`src/rtl/aesl_deadlock_proc_monitor.sv`:
```
// Per-process deadlock monitor: flags a sustained stall, then after global detection
// relays the report unit's trace token one waits-for hop per clock.
module aesl_deadlock_proc_monitor #(
  parameter int PROC_NUM     = 4,
  parameter int MY_IDX       = 0,
  parameter int STALL_CYCLES = 16,
  parameter int CNT_W        = 8
) (
  input  logic                clock,
  input  logic                reset,
  input  logic                proc_blocked,
  input  logic [PROC_NUM-1:0] dep_vec,
  input  logic                dl_detect_in,
  input  logic [PROC_NUM-1:0] origin,
  input  logic                token_clear,
  input  logic [PROC_NUM-1:0] token_in_vec,
  output logic                dl_out,
  output logic [PROC_NUM-1:0] token_out_vec,
  output logic [CNT_W-1:0]    stall_cnt
);

  typedef enum logic [1:0] {RUN, SUSPECT, BLOCKED, TRACE} state_e;

  localparam logic [CNT_W-1:0]    CNT_ONE  = CNT_W'(1);
  localparam logic [CNT_W-1:0]    CNT_LAST = CNT_W'(STALL_CYCLES - 1);
  localparam logic [CNT_W-1:0]    CNT_SAT  = CNT_W'(STALL_CYCLES);
  localparam logic [PROC_NUM-1:0] VEC_ONE  = PROC_NUM'(1);
  localparam logic [PROC_NUM-1:0] SELF     = VEC_ONE << MY_IDX;

  state_e             state_q, state_d;
  logic [CNT_W-1:0]   stall_cnt_q, stall_cnt_d;
  logic               tok_q, tok_d;
  logic               launch_q, launch_d;
  logic               is_origin_q, is_origin_d;

  logic [PROC_NUM-1:0] dep_masked;
  logic [PROC_NUM-1:0] tgt_onehot;
  logic                in_trace;
  logic                fwd;

  // A self-dependence is never a hop; lowest remaining waits-for edge wins.
  always_comb begin
    dep_masked = dep_vec & ~SELF;
    tgt_onehot = dep_masked & (~dep_masked + VEC_ONE);
  end

  always_comb begin
    state_d     = state_q;
    stall_cnt_d = stall_cnt_q;
    tok_d       = tok_q;
    launch_d    = launch_q;
    is_origin_d = is_origin_q;
    case (state_q)
      RUN: begin
        if (proc_blocked) begin
          state_d     = SUSPECT;
          stall_cnt_d = CNT_ONE;
        end else begin
          stall_cnt_d = '0;
        end
      end
      SUSPECT: begin
        if (!proc_blocked) begin
          state_d     = RUN;
          stall_cnt_d = '0;
        end else if (stall_cnt_q == CNT_LAST) begin
          state_d     = BLOCKED;
          stall_cnt_d = CNT_SAT;
        end else begin
          stall_cnt_d = stall_cnt_q + CNT_ONE;
        end
      end
      BLOCKED: begin
        if (!proc_blocked) begin
          state_d     = RUN;
          stall_cnt_d = '0;
        end
      end
      TRACE: begin
        tok_d       = |token_in_vec;
        launch_d    = origin[MY_IDX];
        is_origin_d = is_origin_q | origin[MY_IDX];
        if (token_clear) begin
          tok_d       = 1'b0;
          launch_d    = 1'b0;
          is_origin_d = 1'b0;
        end
      end
      default: state_d = RUN;
    endcase
    // Global detection overrides any local stall bookkeeping and is sticky.
    if (dl_detect_in) state_d = TRACE;
  end

  always_ff @(posedge clock or negedge reset) begin
    if (!reset) begin
      state_q     <= RUN;
      stall_cnt_q <= '0;
      tok_q       <= 1'b0;
      launch_q    <= 1'b0;
      is_origin_q <= 1'b0;
    end else begin
      state_q     <= state_d;
      stall_cnt_q <= stall_cnt_d;
      tok_q       <= tok_d;
      launch_q    <= launch_d;
      is_origin_q <= is_origin_d;
    end
  end

  // The origin absorbs its returning token instead of passing it on again.
  always_comb begin
    in_trace      = (state_q == TRACE);
    fwd           = launch_q | (tok_q & ~is_origin_q);
    dl_out        = in_trace ? tok_q : (state_q == BLOCKED);
    token_out_vec = (in_trace && fwd) ? tgt_onehot : '0;
  end

  assign stall_cnt = stall_cnt_q;

endmodule

```
`config.mk`:
```
export PLATFORM = sky130hd
export DESIGN_NAME = aesl_deadlock_proc_monitor
export DESIGN_NICKNAME = d
export VERILOG_FILES = /design/src/rtl/aesl_deadlock_proc_monitor.sv
export SDC_FILE = /design/constraint.sdc
export NUM_CORES = 1
export LEC_CHECK = 0
export BUFFER_PORTS_ARGS = -buffer_cell sky130_fd_sc_hd__clkbuf_2
export CORE_UTILIZATION = 51
export DETAILED_ROUTE_END_ITERATION = 10
export GPL_ROUTABILITY_DRIVEN = 1
export MAX_ROUTING_LAYER = met4
export PLACE_DENSITY = 0.79
export SKIP_LAST_GASP = 1
export SYNTH_ARGS = -nofsm -noshare
export SYNTH_HDL_FRONTEND = slang
export SYNTH_SLANG_ARGS = --single-unit
```
`constraint.sdc`:
```
create_clock -name clock -period 3.9 [get_ports clock]
set_input_delay 0.195 -clock clock [delete_from_list [all_inputs] [get_ports clock]]
set_output_delay 0.195 -clock clock [all_outputs]
set_load 0.02 [all_outputs]
```
==> results.json, run 1 <==
{
  "synth_nets": 108,
  "synth.distinct_cells": 31,
  "critPathMaxFanout": 7,
  "io_pins": 30,
  "maxCapViolCount": 0,
  "ys_async_sr_fraction_pct": 100,
  "synth.avg_cell_area_um2": 9.41,
  "synth_seq_cells": 13,
  "powerDensity_nw_per_um2": 604,
  "place_ws_ns": 2.18,
  "finalCritPeriodShare_pct": 51.3,
  "cts.sinks": 13,
  "fp.dieW_um": 41.6,
  "portBuffers": 24,
  "grt_max_degree": 14,
  "drt_wl_total_um": 1550,
  "clock_skew_ns": 0.00383,
  "die_area_um2": 1730,
  "coreArea_um2": 1380,
  "required_ns": 3.70,
  "cts_made_buffers": 3,
  "hold_buffers": 1,
  "path_clk_slew_ns": 0.08,
  "grt_pass1_vias": 651,
  "antenna_found_initial": 0,
  "grt_pass1_wl_um": 2770,
  "fillers": 118,
  "h-tree-depth": 1,
  "place.gp.congestion": 0.794,
  "whs_ns": 0.110,
  "dr.first_iter.drc_count": 16,
  "hp-class": "input port to flip-flop",
  "slew_viol_final": 0,
  "drc_errors": 0,
  "worst_ir_drop_vdd_uv": 518,
  "postCtsSetupBuffers": 0,
  "synth_warnings": 0,
  "clk_latency_ns": 0.27,
  "num-nets-final": 137,
  "syn_area_um2": 800,
  "hpwl_um": 1210,
  "fin_ws_ns": 1.90,
  "worstSetupPathType": "flip-flop to output port",
  "cp-end-kind": "output port",
  "synth-edff-count": 0,
  "synth_cells": 85,
  "first_pass_iters": 4,
  "arrival_ns": 1.81,
  "cts_root_buf": "clkbuf_4",
  "final_core_util_pct": 70.0,
  "cts_resized": 0,
  "n_antenna_cell": 0,
  "grtUsageTotal_pct": 20.7,
  "start_util_pct": 57.8,
  "die_h_um": 41.6,
  "vias": 716,
  "synth_seq_area_share_pct": 40.7,
  "ys.flop_type": "dfrtp_1",
  "status": "completed",
  "max_freq_mhz": 500,
  "syn_to_final_growth_pct": 21.1,
  "period_needed_ns": 2.00,
  "hold_violations": 0,
  "worstSetupStartpointType": "flip-flop",
  "p_leak_nw": 0.482,
  "postRouteAntennaNets": 0,
  "avgRoutedWirePerCell_um": 12.1,
  "drive_gt1_share_pct": 28.3,
  "grt_setup_unrepaired": "no",
  "gr-total-overflow": 0,
  "tns_ns": 0,
  "rows": 13,
  "finalSetupViolCount": 0,
  "viasPerCell": 5.59,
  "cts_tree": "done",
  "clk_path_buf_depth": 2
}
[cells in the final DEF (no fill, tap or decap), types with 2 or more instances in the layout]
master	netlist	final
nand2b_1	2	2
ha_1	6	6
clkbuf_4	0	3
xor2_1	5	5
a21oi_1	6	6
mux2_2	2	2
clkbuf_2	0	24
nand3_1	3	3
o21ai_0	4	4
dfrtp_1	13	13
nand4_1	5	5
inv_1	5	5
nor2_1	10	10
nand2_1	5	5
[sequential cells by signal, summed over array words and instances, names as in the netlist]
register / count
launch_q: 1
stall_cnt: 8
state_q: 2
is_origin_q: 1
tok_q: 1
[synth_stat cells (2+ instances only)]
cell type	number	area share (%)
inv_1	5	2.3
ha_1	6	9.4
nand4_1	5	3.9
o21ai_0	4	2.5
mux2_2	2	2.8
nand2b_1	2	1.6
nand2_1	5	2.3
xor2_1	5	5.5
nand3_1	3	1.9
dfrtp_1	13	41
a21oi_1	6	3.8
nor2_1	10	4.7
[final timing paths]
kind                                          from                  endpoint  slack [ns]  depth (start not counted)
min in group asynchronous                    reset      launch_q$_DFFE_PN0P_        0.34                          2
min reg2reg                is_origin_q$_DFFE_PN0P_   is_origin_q$_DFFE_PN0P_        0.53                          2
max                         state_q[0]$_DFFE_PN0P_          token_out_vec[3]        1.90                          4
min                                    token_clear   is_origin_q$_DFFE_PN0P_        0.11                          2
max in group asynchronous                    reset  stall_cnt[1]$_DFFE_PN0P_        3.31                          2
max reg2reg                 state_q[0]$_DFFE_PN0P_  stall_cnt[6]$_DFFE_PN0P_        2.16                          6
[cell type report]
cell class / instances / area [µm²] / share of cell area (%)
Multi-Input combinational cell: 66 / 448 / 46.3
Sequential cell: 13 / 325 / 33.6
Timing Repair Buffer: 25 / 130 / 13.4
Clock buffer: 3 / 22.5 / 2.33
Inverter: 5 / 18.8 / 1.94
Tap cell: 15 / 18.8 / 1.94
Clock inverter: 1 / 5.00 / 0.517
[where the power goes]
part	internal [mW]	switching, mW	total (mW)
sequential	0.167	0.0359	0.203
clock	0.0379	0.0441	0.0820
combinational	0.121	0.179	0.300
[through the flow]
step	total power [mW]	area, µm²	cells
finish	0.584	968	128
CTS	0.591	968	128
global route	0.639	968	128
floorplan	0.426	800	85
detailed placement	0.505	931	123
global placement	0.493	931	123
[routing by layer]
metal / wire, µm / track usage (%) / vias to the layer above
met4: 19 / 7.74 / 0
met5: 0 / - / -
met3: 38 / 1.30 / 2
met1: 748 / 28.1 / 332
met2: 740 / 32.5 / 21
li1: - / - / 361
[worst max-delay path, stage by stage (launching register included)]
cell and delay, ns:
dfrtp_1 0.45, ha_1 0.32, o21ai_0 0.19, nor4b_1 0.34
clkbuf_2 0.23
[cell families after synthesis]
group           Yosys count  synth area share [%]
simple gates             34                  23.2
compound gates           18                  14.7
flops                    13                  40.7
fa+ha+maj                 6                  9.39
buf+inv                   6                  3.29
xor+xnor                  5                  5.48
mux                       2                  2.82
other cells               1                 0.469
No activity file was read; power rests on OpenSTA's default activity.
==> run 2, diff against run 1 <==
--- a/config.mk
+++ b/config.mk
@@ -6,11 +6,11 @@
 export NUM_CORES = 1
 export LEC_CHECK = 0
 export BUFFER_PORTS_ARGS = -buffer_cell sky130_fd_sc_hd__clkbuf_2
-export CORE_UTILIZATION = 51
+export CORE_UTILIZATION = 42
 export DETAILED_ROUTE_END_ITERATION = 10
 export GPL_ROUTABILITY_DRIVEN = 1
 export MAX_ROUTING_LAYER = met4
-export PLACE_DENSITY = 0.79
+export PLACE_DENSITY = 0.7
 export SKIP_LAST_GASP = 1
 export SYNTH_ARGS = -nofsm -noshare
 export SYNTH_HDL_FRONTEND = slang
==> constraint.sdc (replaced) <==
create_clock -name clock -period 1.74 [get_ports clock]
set_input_delay 0.087 -clock clock [delete_from_list [all_inputs] [get_ports clock]]
set_output_delay 0.087 -clock clock [all_outputs]
set_load 0.02 [all_outputs]
==> results.json, run 2 (same netlist as run 1, synthesis figures left out) <==
{
  "status": "completed",
  "clock_skew_ns": 0.000431,
  "arrival_ns": 1.58,
  "fillers": 182,
  "cts_made_buffers": 3,
  "fin_ws_ns": 0.0682,
  "grt_max_degree": 14,
  "hp-class": "input port to flip-flop",
  "worstSetupStartpointType": "flip-flop",
  "antenna_found_initial": 0,
  "slew_viol_final": 0,
  "hpwl_um": 1250,
  "die_area_um2": 2080,
  "place_ws_ns": 0.0952,
  "grt_pass1_wl_um": 2750,
  "vias": 728,
  "final_area_um2": 1010,
  "fp.dieW_um": 45.6,
  "clk_path_buf_depth": 2,
  "coreArea_um2": 1760,
  "cts_root_buf": "clkbuf_4",
  "worstSetupPathType": "flip-flop to output port",
  "finalCritPeriodShare_pct": 96.1,
  "start_util_pct": 45.3,
  "syn_to_final_growth_pct": 26.4,
  "portBuffers": 24,
  "r2r-end": "stall_cnt[0]$_DFFE_PN0P_",
  "n_antenna_cell": 0,
  "final_core_util_pct": 57.3,
  "maxCapViolCount": 0,
  "cpPeakStageDelay_ns": 0.38,
  "place.gp.congestion": 0.806,
  "cp_top_family": "buffers and inverters",
  "layout_commonest_cell": "clkbuf_2",
  "final_cell_mix": "clkbuf_2, dfrtp_1, nor2_1",
  "clk_latency_ns": 0.27,
  "r2r_start": "state_q[1]$_DFFE_PN0P_",
  "p_leak_nw": 0.499,
  "reg2reg_depth": 6,
  "io_pins": 30,
  "hold_violations": 0,
  "grtUsageTotal_pct": 19.1,
  "grt_pass1_vias": 654,
  "cp-end-kind": "output port",
  "crit_chain": "buf_4 > ha_1 > buf_4 > mux2_2 > clkbuf_2",
  "rows": 15,
  "hold_depth": 2,
  "min_to": "is_origin_q$_DFFE_PN0P_",
  "powerDensity_nw_per_um2": 1380,
  "die_h_um": 45.6,
  "cpMostUsedCell": "buf_4",
  "dr.first_iter.drc_count": 5,
  "placedInstanceArea_um2": 973,
  "viasPerCell": 5.13,
  "postRouteAntennaNets": 0,
  "cpMaxStageDelayCell": "dfrtp_1",
  "post-place-cells": 137,
  "gr-total-overflow": 0,
  "required_ns": 1.65,
  "whs_ns": 0.0148,
  "drc_errors": 0,
  "drive_gt1_share_pct": 30.8,
  "largest_register_ffs": 8,
  "cts_tree": "done",
  "avgRoutedWirePerCell_um": 11.4,
  "postCtsSetupBuffers": 0,
  "stdcell_count": 142,
  "h-tree-depth": 1,
  "rrSetupSlack_ns": 0.13,
  "first_pass_iters": 4,
  "drt_wl_total_um": 1610,
  "period_needed_ns": 1.67,
  "crit_buf_inv": 3,
  "worst_ir_drop_vdd_uv": 790,
  "hp-start": "token_clear",
  "path_clk_slew_ns": 0.08,
  "grt_setup_unrepaired": "yes",
  "max_freq_mhz": 598,
  "critPathMaxFanout": 6,
  "num-nets-final": 141,
  "cts.sinks": 13,
  "finalSetupViolCount": 0
}
==> run 2: cell types whose count changed in the layout (fill, tap and decap cells not counted), sizes merged <==
cell    previous run  this run
buf                0         5
clkinv             1         0
==> run 2: layer usage <==
layer	GRT usage, %	wire length, µm
met5	-	0
met4	9.09	19
met3	2.38	58
met2	30.0	769
met1	24.3	767
==> run 2: how the worst max path moves through the flow <==
stage                           startpoint                        to  slack, ns  cells after the start
floorplan           state_q[0]$_DFFE_PN0P_          token_out_vec[3]       0.04                      3
global placement    state_q[1]$_DFFE_PN0P_  stall_cnt[0]$_DFFE_PN0P_       0.16                      6
detailed placement  state_q[1]$_DFFE_PN0P_  stall_cnt[3]$_DFFE_PN0P_        0.1                      6
CTS                 state_q[0]$_DFFE_PN0P_          token_out_vec[3]       0.04                      5
global route        state_q[1]$_DFFE_PN0P_  stall_cnt[0]$_DFFE_PN0P_      -0.02                      6
finish              state_q[0]$_DFFE_PN0P_                    dl_out       0.07                      5
==> run 2: layout make-up <==
cell class | count | area, µm² | area share, %
multi-input combinational | 66 | 448 | 44.3
inverter | 5 | 18.8 | 1.86
timing repair buffer | 29 | 160 | 15.8
clock buffer | 4 | 26.3 | 2.60
tap | 25 | 31.3 | 3.09
sequential | 13 | 327 | 32.3
==> run 2: power breakdown <==
group          internal [mW]  switching, mW  total [mW]
combinational          0.336          0.446       0.782
sequential             0.376         0.0526       0.429
clock                 0.0887         0.0953       0.184
total                  0.801          0.594        1.40
==> run 2: timing repair <==
item / CTS / global route
hold endpoints to repair: 13 / 0
resized for setup: 0 / 3
hold buffers: 1 / 0
setup endpoints to repair: 0 / 8
==> run 2: per-stage QoR <==
| step | TNS, ns | power, mW |
|---|---|---|
| CTS | 0 | 1.40 |
| finish | 0 | 1.40 |
| floorplan | 0 | 0.954 |
| global route | -0.0650 | 1.53 |
| detailed placement | 0 | 1.22 |
| global placement | 0 | 1.19 |
